### src/rtl/gray_decoder_monitor.sv
// Purpose: synchronize an async gray-coded bus, decode to binary, police single-bit steps.
// Latency: input stable before edge E0 -> outputs registered at E2 (3 edges after input change).
// Backpressure: none; free-running monitor, pulses are one cycle per event.
//
// Optional feature macro: GRAY_ERRCNT_EN adds the saturating err_cnt output.
//
// Ports:
//   clk        system clock, rising edge
//   reset      asynchronous active-low reset
//   clear      synchronous clear: restart baseline, drop error state
//   gray_in    N-bit gray input, asynchronous to clk
//   bin_out    decoded binary of last accepted sample
//   valid      pulse: legal single-step change accepted
//   dir_up     held direction of last legal step (1 = +1, 0 = -1)
//   wrap       pulse: legal step crossed all-ones <-> zero
//   step_err   pulse: illegal change (more than one bit flipped)
//   err_sticky set by any step_err, cleared by reset or clear
//   err_cnt    saturating illegal-step count (GRAY_ERRCNT_EN only)
module gray_decoder_monitor #(
  parameter int N     = 8,
  parameter int ERR_W = 8
) (
  input  logic         clk,
  input  logic         reset,
  input  logic         clear,
  input  logic [N-1:0] gray_in,
  output logic [N-1:0] bin_out,
  output logic         valid,
  output logic         dir_up,
  output logic         wrap,
  output logic         step_err,
  output logic         err_sticky
`ifdef GRAY_ERRCNT_EN
  ,
  output logic [ERR_W-1:0] err_cnt
`endif
);

  if (N < 2 || ERR_W < 1) begin : g_bad_param
    $error("gray_decoder_monitor: N must be >= 2 and ERR_W >= 1");
  end

  typedef enum logic {
    ST_INIT  = 1'b0,
    ST_TRACK = 1'b1
  } state_t;

  localparam logic [N-1:0] ONE  = {{(N-1){1'b0}}, 1'b1};
  localparam logic [N-1:0] ALL1 = {N{1'b1}};

  state_t       state_q;
  logic [N-1:0] s1_q;
  logic [N-1:0] s2_q;
  logic [N-1:0] prev_gray_q;
  logic [N-1:0] bin_q;
  logic         valid_q;
  logic         dir_up_q;
  logic         wrap_q;
  logic         step_err_q;
  logic         err_sticky_q;
  // Counts sync-chain fills after reset; the baseline is only trusted once
  // s2 holds a genuine sample rather than its reset value.
  logic [1:0]   prime_q;

  logic [N-1:0] bin_d;
  logic [N-1:0] diff_d;
  logic         one_bit_d;
  logic         dir_up_d;
  logic         wrap_d;

  // Gray to binary: each binary bit is the XOR of all gray bits at or above it.
  always_comb begin
    bin_d        = '0;
    bin_d[N-1]   = s2_q[N-1];
    for (int i = N - 2; i >= 0; i--) begin
      bin_d[i] = bin_d[i+1] ^ s2_q[i];
    end
  end

  always_comb begin
    diff_d    = s2_q ^ prev_gray_q;
    // Exactly one bit set: non-zero and clearing the lowest set bit leaves zero.
    one_bit_d = (diff_d != '0) && ((diff_d & (diff_d - ONE)) == '0);
    dir_up_d  = (bin_d == (bin_q + ONE));
    wrap_d    = dir_up_d ? ((bin_q == ALL1) && (bin_d == '0))
                         : ((bin_q == '0) && (bin_d == ALL1));
  end

`ifdef GRAY_ERRCNT_EN
  logic [ERR_W-1:0] err_cnt_q;
  localparam logic [ERR_W-1:0] CNT_MAX = {ERR_W{1'b1}};
  localparam logic [ERR_W-1:0] CNT_ONE = {{(ERR_W-1){1'b0}}, 1'b1};
`endif

  always_ff @(posedge clk or negedge reset) begin
    if (!reset) begin
      state_q      <= ST_INIT;
      s1_q         <= '0;
      s2_q         <= '0;
      prev_gray_q  <= '0;
      bin_q        <= '0;
      valid_q      <= 1'b0;
      dir_up_q     <= 1'b0;
      wrap_q       <= 1'b0;
      step_err_q   <= 1'b0;
      err_sticky_q <= 1'b0;
      prime_q      <= 2'd0;
`ifdef GRAY_ERRCNT_EN
      err_cnt_q    <= '0;
`endif
    end else begin
      // Plain two-flop synchronizer, no logic in between.
      s1_q <= gray_in;
      s2_q <= s1_q;
      if (prime_q != 2'd2) begin
        prime_q <= prime_q + 2'd1;
      end

      valid_q    <= 1'b0;
      wrap_q     <= 1'b0;
      step_err_q <= 1'b0;

      if (clear) begin
        // bin_out and dir_up hold until INIT reloads the baseline.
        state_q      <= ST_INIT;
        err_sticky_q <= 1'b0;
`ifdef GRAY_ERRCNT_EN
        err_cnt_q    <= '0;
`endif
      end else begin
        case (state_q)
          ST_INIT: begin
            prev_gray_q <= s2_q;
            bin_q       <= bin_d;
            // After reset, stay here until s2 has captured real input so a
            // non-zero bus at release cannot look like a step from zero.
            if (prime_q == 2'd2) begin
              state_q <= ST_TRACK;
            end
          end
          ST_TRACK: begin
            if (one_bit_d) begin
              valid_q     <= 1'b1;
              wrap_q      <= wrap_d;
              dir_up_q    <= dir_up_d;
              prev_gray_q <= s2_q;
              bin_q       <= bin_d;
            end else if (diff_d != '0) begin
              // Illegal jump: resync the baseline, infer no direction.
              step_err_q   <= 1'b1;
              err_sticky_q <= 1'b1;
              prev_gray_q  <= s2_q;
              bin_q        <= bin_d;
`ifdef GRAY_ERRCNT_EN
              if (err_cnt_q != CNT_MAX) begin
                err_cnt_q <= err_cnt_q + CNT_ONE;
              end
`endif
            end
          end
          default: state_q <= ST_INIT;
        endcase
      end
    end
  end

  assign bin_out    = bin_q;
  assign valid      = valid_q;
  assign dir_up     = dir_up_q;
  assign wrap       = wrap_q;
  assign step_err   = step_err_q;
  assign err_sticky = err_sticky_q;
`ifdef GRAY_ERRCNT_EN
  assign err_cnt    = err_cnt_q;
`endif

endmodule

### config.mk
export PLATFORM = sky130hd
export DESIGN_NAME = gray_decoder_monitor
export DESIGN_NICKNAME = d
export VERILOG_FILES = /design/src/rtl/gray_decoder_monitor.sv
export SDC_FILE = /design/constraint.sdc
export NUM_CORES = 1
export LEC_CHECK = 0
export CAP_MARGIN = 10
export CORE_MARGIN = 3
export CORE_UTILIZATION = 56
export DETAILED_ROUTE_END_ITERATION = 7
export DONT_BUFFER_PORTS = 1
export PLACE_DENSITY = 0.74
export SYNTH_ARGS = -nofsm -noshare
export SYNTH_HDL_FRONTEND = slang
export SYNTH_SLANG_ARGS = --single-unit
### constraint.sdc
create_clock -name clk -period 3.6 [get_ports clk]
set_input_delay 0.36 -clock clk [delete_from_list [all_inputs] [get_ports clk]]
set_output_delay 0.36 -clock clk [all_outputs]
set_load 0.05 [all_outputs]
==> results.yml, run 1 <==
routing:
  first_pass_iters: 4
  drt_iter0_markers: 85
  wl_um: 3500
  drc: 0
  detail-route-antenna-nets: 0
  viasPerCell: 5.48
  vias: 1272
  wl_per_cell_um: 15.1
placed_design:
  port_buffers: 0
  finalWeightedCongestion: 0.884
  dp_hpwl_um: 2510
  dpl_cell_area_mm2: 0.00189
  post-place-ws_ps: -68.6
logic_synthesis:
  synth_commonest_cells: "dfrtp_1 (39), nand2_1 (18), inv_1 (15), o21ai_0 (15), xnor2_1 (15)"
  yosysTopAreaCell: "dfrtp_1"
  synthArstFlopShare: 1.00
  synth-main-ff-cell: "dfrtp_1"
  yosys.area.top_type_share: 0.523
  syn_area_mm2: 0.00186
  ys_warn_count: 0
  synthTopCellsByArea: "dfrtp_1 (52%), xnor2_1 (7.0%), ha_1 (6.7%), o21ai_0 (4.0%), nand2_1 (3.6%)"
  synth-seq-area-share: 0.523
  syn-instance-count: 173
  yosysUniqueCellTypes: 36
  synth_fp_nets: 194
  synth-seq-cells: 39
  syn_area_per_cell_um2: 10.8
  yosysMostFrequentCell: "dfrtp_1"
  synth_edf_count: 0
timing:
  max_freq_ghz: 0.293
  setup_slack_ps: 192
  slew_viol_final: 0
  finalClockSkew_ps: 7.95
  rsz0062_at_grt: "false"
  min_period_ps: 3410
  fin_setup_tns_ps: 0
  period_share: 0.947
  relSlewSlack: 0.527
  hold_viol: 0
  setup_violations: 0
  max_slew.worst_pin.slew_ps: 710
floorplan:
  io_pins: 24
  initial_utilization: 0.601
  die_area_mm2: 0.00406
  die_width_um: 63.7
  fp.dieH_um: 63.7
  rows: 20
  design.core.area_mm2: 0.00310
run:
  cap_violations: 0
worst_hold_path:
  hold-path-endpoint: "state_q"
  min_path_type: "in -> reg"
  holdPathStages: 1
  worstHoldStart: "clear"
setup_path:
  reg2reg_depth: 14
  slowest_stage: "a2111o_1"
  worst-endpoint-required_ps: 3890
  startpoint_type: "flop"
  cp-end-kind: "flop"
  timing.rr.start: "s2_q[6]"
  reg2reg_slack_ps: 190
  cp-startpoint: "s2_q[6]"
  critical_path.n_buffers_inverters: 2
  critPathKind: "reg -> reg"
  path_max_fanout: 5
  crit_chain: "inv_1, ha_1, xor2_2, ha_4, xnor2_4, ha_4, xor2_1, inv_1, ha_1, xnor2_1, nand2_1, and4b_1, a2111o_1, a21boi_1"
  cpPeakStageDelay_ps: 380
  arrival_ps: 3690
  path_delay_family: "adder cells"
  rr_endpoint: "wrap"
clocking:
  clock-sinks: 39
  path_clk_slew_ps: 120
  cts_tree: "built"
  clock_latency_ps: 350
  root_buffer: "clkbuf_4"
  cts_max_path_buffers: 2
  cts_max_level: 2
  numCtsBuffers: 5
pwr:
  leakagePower_nw: 0.949
  power_density_mw_per_mm2: 566
  peakVddDrop_uv: 319
layout:
  fill_cells: 231
  n_antenna_cell: 0
  final_core_util: 0.694
  stdcell_area_mm2: 0.00215
  syn_to_final_growth_pct: 15.5
  layout.nets: 208
  layout-drive-gt1-share: 0.133
global_routing:
  antenna_found_initial: 0
  grt_remaining_overflow: 0
  grt_usage: 0.187
  grt_max_degree: 40
  grt_pass1_vias: 1283
  grt_pass1_wl_um: 5770
run_status:
  status: "finished clean"
[registers in the layout (all words and copies together) (netlist names)]
name and flops:
bin_out 7, dir_up 1, err_sticky 1, prev_gray_q 8, prime_q 2, s1_q 8
s2_q 8, state_q 1, step_err 1, valid 1, wrap 1
[report_power, final]
| group | switching (mW) | total, mW | internal, mW |
|---|---|---|---|
| clock | 0.147 | 0.314 | 0.168 |
| combinational | 0.141 | 0.274 | 0.132 |
| sequential | 0.152 | 0.630 | 0.479 |
| total | 0.439 | 1.22 | 0.779 |
[per-layer routing]
metal,up-vias,GRT usage,share of wire
li1,602,-,-
met1,611,0.227,0.42
met2,51,0.305,0.50
met3,8,0.0606,0.067
met4,0,0.0782,0.013
met5,-,0,0
[metrics by stage]
step | power (mW) | std cells | hold WS (ps)
after floorplan | 0.813 | 173 | 64.4
after detailed placement | 0.863 | 212 | 65.6
after global routing | 1.28 | 232 | 29.8
final | 1.22 | 232 | 64.1
after global placement | 0.847 | 212 | 65.3
after CTS | 1.20 | 223 | 12.4
[kinds of logic (layout without fill, tap and decap cells)]
| group | Yosys count | count (layout) | synth area share |
|---|---|---|---|
| AND/OR/NAND/NOR | 47 | 47 | 0.128 |
| adder cells (fa/ha/maj) | 11 | 11 | 0.0725 |
| XOR/XNOR | 22 | 22 | 0.107 |
| multiplexers | 5 | 5 | 0.0295 |
| buffers and inverters | 22 | 37 | 0.0497 |
| flip-flops | 39 | 39 | 0.523 |
| AO/OA/AOI/OAI | 27 | 27 | 0.0899 |
[what timing repair did]
action                                  in CTS  in global routing
pin swaps                                    1                  1
buffers inserted                             1                  1
hold buffers                                 2                  8
endpoints found under the setup margin       1                  2
hold endpoints to repair                    39                  8
gates resized for setup                      0                  4
[cells in the final DEF (no fill, tap or decap), drive strengths merged, types with 2 or more instances in the layout]
cell type / n
buf: 4
a21oi: 2
nor2: 6
and3: 2
o21ai: 15
dfrtp: 39
inv: 17
nand3: 8
mux2: 4
ha: 10
nand4: 2
nor4: 2
dlygate4sd3: 9
xnor2: 16
clkbuf: 6
xor2: 6
nand2: 18
nand3b: 2
o22ai: 3
nand2b: 2
[worst max path at each step]
stage | slack (ps) | cells past startpoint | end
floorplan | 220 | 12 | wrap
global placement | 140 | 14 | wrap
detailed placement | -70 | 14 | wrap
CTS | 10 | 14 | wrap
global route | 10 | 14 | wrap
finish | 190 | 14 | wrap
[final cells by class]
type                            instances  area (µm²)  area share
Clock inverter                          2        38.8      0.0180
Timing Repair Buffer                   13         133      0.0616
Tap cell                               44        55.1      0.0256
Sequential cell                        39         976       0.453
Multi-Input combinational cell        112         840       0.390
Clock buffer                            6        51.3      0.0238
Inverter                               16        60.1      0.0279
Note: power is estimated with default switching activity, not from simulation.
==> run 2, diff against run 1 <==
ABC_AREA = 1   (was default)
==> results.yml, run 2 <==
pwr:
  sw_frac_of_total: 0.372
  power_frac_seq: 0.514
  power_switching_mw: 0.429
  pwr-share-comb: 0.240
  p_total_mw: 1.15
  p_clk_frac: 0.246
  leakagePower_nw: 1.12
  power_density_mw_per_mm2: 522
  p_int_mw: 0.725
  peakVddDrop_uv: 373
setup_path:
  critPathKind: "reg -> reg"
  crit_path_end: "wrap"
  timing.rr.start: "s2_q[7]"
  worst-endpoint-required_ps: 3870
  reg2reg_slack_ps: 190
  rr_endpoint: "wrap"
  crit_chain: "inv_1, ha_2, xnor2_2, inv_1, ha_1, xnor2_2, ha_4, inv_1, nand2_1, nand2_1, ha_1, xnor2_1, nand3_1, nor2_2, nand2_1, nor2_1, nand3_1, a21oi_1"
  slowest_stage: "dfrtp_1"
  cp-end-kind: "flop"
  startpoint_type: "flop"
  cpPeakStageDelay_ps: 430
  arrival_ps: 3680
  path_max_fanout: 5
  reg2reg_depth: 18
  cp-startpoint: "s2_q[7]"
logic_synthesis:
  yosysTopAreaCell: "dfrtp_1"
  synthArstFlopShare: 1.00
  synth_top_family_by_area: "simple AND/OR/NAND/NOR gates"
  synth-seq-cells: 39
  yosysMostFrequentCell: "nand2_1"
  syn_area_per_cell_um2: 8.53
  synth-compound-area-share: 0.0623
  ys_warn_count: 0
  synth_fa_ha_area_frac: 0.0611
  synth_commonest_cells: "nand2_1 (74), dfrtp_1 (39), inv_1 (31), nand3_1 (23), nor2_1 (12)"
  synth_edf_count: 0
  synthSimpleGateAreaFrac: 0.252
  synth-xor-area-share: 0.0630
  synth-seq-area-share: 0.477
  yosys.area.top_type_share: 0.477
  muxShareOfSynthArea: 0
  synthTopCellsByArea: "dfrtp_1 (48%), nand2_1 (14%), ha_1 (6.1%), inv_1 (5.7%), nand3_1 (5.6%)"
  yosysUniqueCellTypes: 26
  syn-instance-count: 240
  synth-main-ff-cell: "dfrtp_1"
  syn_area_mm2: 0.00205
  synth_fp_nets: 261
routing:
  viasPerCell: 5.05
  wl_um: 3670
  wl_per_cell_um: 12.5
  drc: 0
  first_pass_iters: 4
  detail-route-antenna-nets: 0
  drt_iter0_markers: 132
  vias: 1485
floorplan:
  die_area_mm2: 0.00442
  design.core.area_mm2: 0.00342
  initial_utilization: 0.599
  rows: 21
  fp.dieH_um: 66.5
  die_width_um: 66.5
  io_pins: 24
timing:
  slew_viol_final: 0
  finalClockSkew_ps: 14.7
  max_slew.worst_pin.slew_ps: 710
  max_freq_ghz: 0.293
  setup_violations: 0
  setup_slack_ps: 192
  min_period_ps: 3410
  relSlewSlack: 0.527
  hold_ws_ps: 42.0
  period_share: 0.947
  hold_viol: 0
layout:
  final_core_util: 0.648
  mostFrequentLayoutCell: "nand2_1"
  fill_cells: 278
  regArea_um2: 976
  layout.nets: 269
  syn_to_final_growth_pct: 8.07
  multi_input_area_um2: 927
  layout_common_cells: "nand2_1 (74), dfrtp_1 (39), inv_1 (31)"
  layout-drive-gt1-share: 0.125
  largest_registers: "prev_gray_q (8), s1_q (8), s2_q (8)"
  n_antenna_cell: 0
clocking:
  path_clk_slew_ps: 110
  cts_tree: "built"
  root_buffer: "clkbuf_4"
  numCtsBuffers: 5
  clock-sinks: 39
  clock_latency_ps: 340
  cts_max_level: 2
  cts_max_path_buffers: 2
placed_design:
  port_buffers: 0
  dp_hpwl_um: 2760
  post-place-ws_ps: 16.1
  finalWeightedCongestion: 0.898
run:
  cap_violations: 0
global_routing:
  grt_max_degree: 40
  antenna_found_initial: 0
  grt_pass1_wl_um: 6150
  grt_usage: 0.188
  grt_pass1_vias: 1421
  grt_remaining_overflow: 0
worst_hold_path:
  min_path_type: "in -> reg"
  worstHoldStart: "gray_in[1]"
run_status:
  status: "finished clean"
[run 2: cell types whose count changed after synthesis, sizes merged, moves of 3 or more]
cell	delta
inv	+17
mux2	-4
nand2	+58
nand3	+17
nor2	+8
o21ai	+3
o22ai	-3
xnor2	-5
xor2	-4
[run 2: critical path, delay by kind of cell, from the launching register on]
kind,cells,cell delay (ps)
AOI/OAI and AO/OA,1,140
xor gates and xnor gates,3,550
adders and majority gates,4,1260
buffers and inverters,3,250
DFF,1,430
and+or+nand+nor,7,710
[run 2: layer usage]
metal / GRT usage / vias to the layer above / part of all wire
li1: - / 764 / -
met5: 0 / - / 0
met4: 0.0660 / 0 / 0.015
met3: 0.0540 / 6 / 0.057
met1: 0.241 / 678 / 0.45
met2: 0.304 / 37 / 0.47
[run 2: how the worst min path moves through the flow]
stage / to / slack [ps] / cells after the start
finish: s1_q[1] / 40 / 0
global route: s1_q[1] / 7 / 0
CTS: s1_q[0] / 20 / 0
detailed placement: bin_out[2] / 70 / 0
global placement: bin_out[2] / 70 / 0
floorplan: bin_out[0] / 60 / 0
[run 2: final cells by class]
cell class                 count  share of cell area
clock inverter                 2              0.0170
inverter                      35              0.0594
tap                           46              0.0260
timing repair buffer           4              0.0204
sequential                    39               0.441
clock buffer                   5              0.0170
multi-input combinational    163               0.419
[run 2: timing repair]
item | in CTS | in global routing
pin swaps | 0 | 1
resized for setup | 1 | 3
endpoints found under the setup margin | 1 | 2
endpoints found under the hold margin | 39 | 0
buffers inserted | 0 | 1
hold buffers | 2 | 0
[run 2: power groups by stage]
| stage | sequential [mW] | combinational (mW) | clock, mW |
|---|---|---|---|
| CTS | 0.593 | 0.266 | 0.293 |
| floorplan | 0.586 | 0.214 | 0 |
| finish | 0.593 | 0.277 | 0.284 |
| global route | 0.600 | 0.319 | 0.311 |
| detailed placement | 0.602 | 0.251 | 0 |
| global placement | 0.601 | 0.246 | 0 |
[run 2: logic make-up after synthesis]
| logic type | Yosys count |
|---|---|
| adder cells (fa/ha/maj) | 10 |
| buffers and inverters | 38 |
| flip-flops | 39 |
| XOR/XNOR | 13 |
| AO/OA/AOI/OAI | 21 |
| AND/OR/NAND/NOR | 119 |
[run 2: stage by stage]
stage	cell area, µm²	cells	setup TNS [ps]
after global placement	2070	284	0
after detailed placement	2070	284	0
after floorplan	2050	240	0
after CTS	2180	293	0
after global routing	2210	294	-34.3
final	2210	294	0
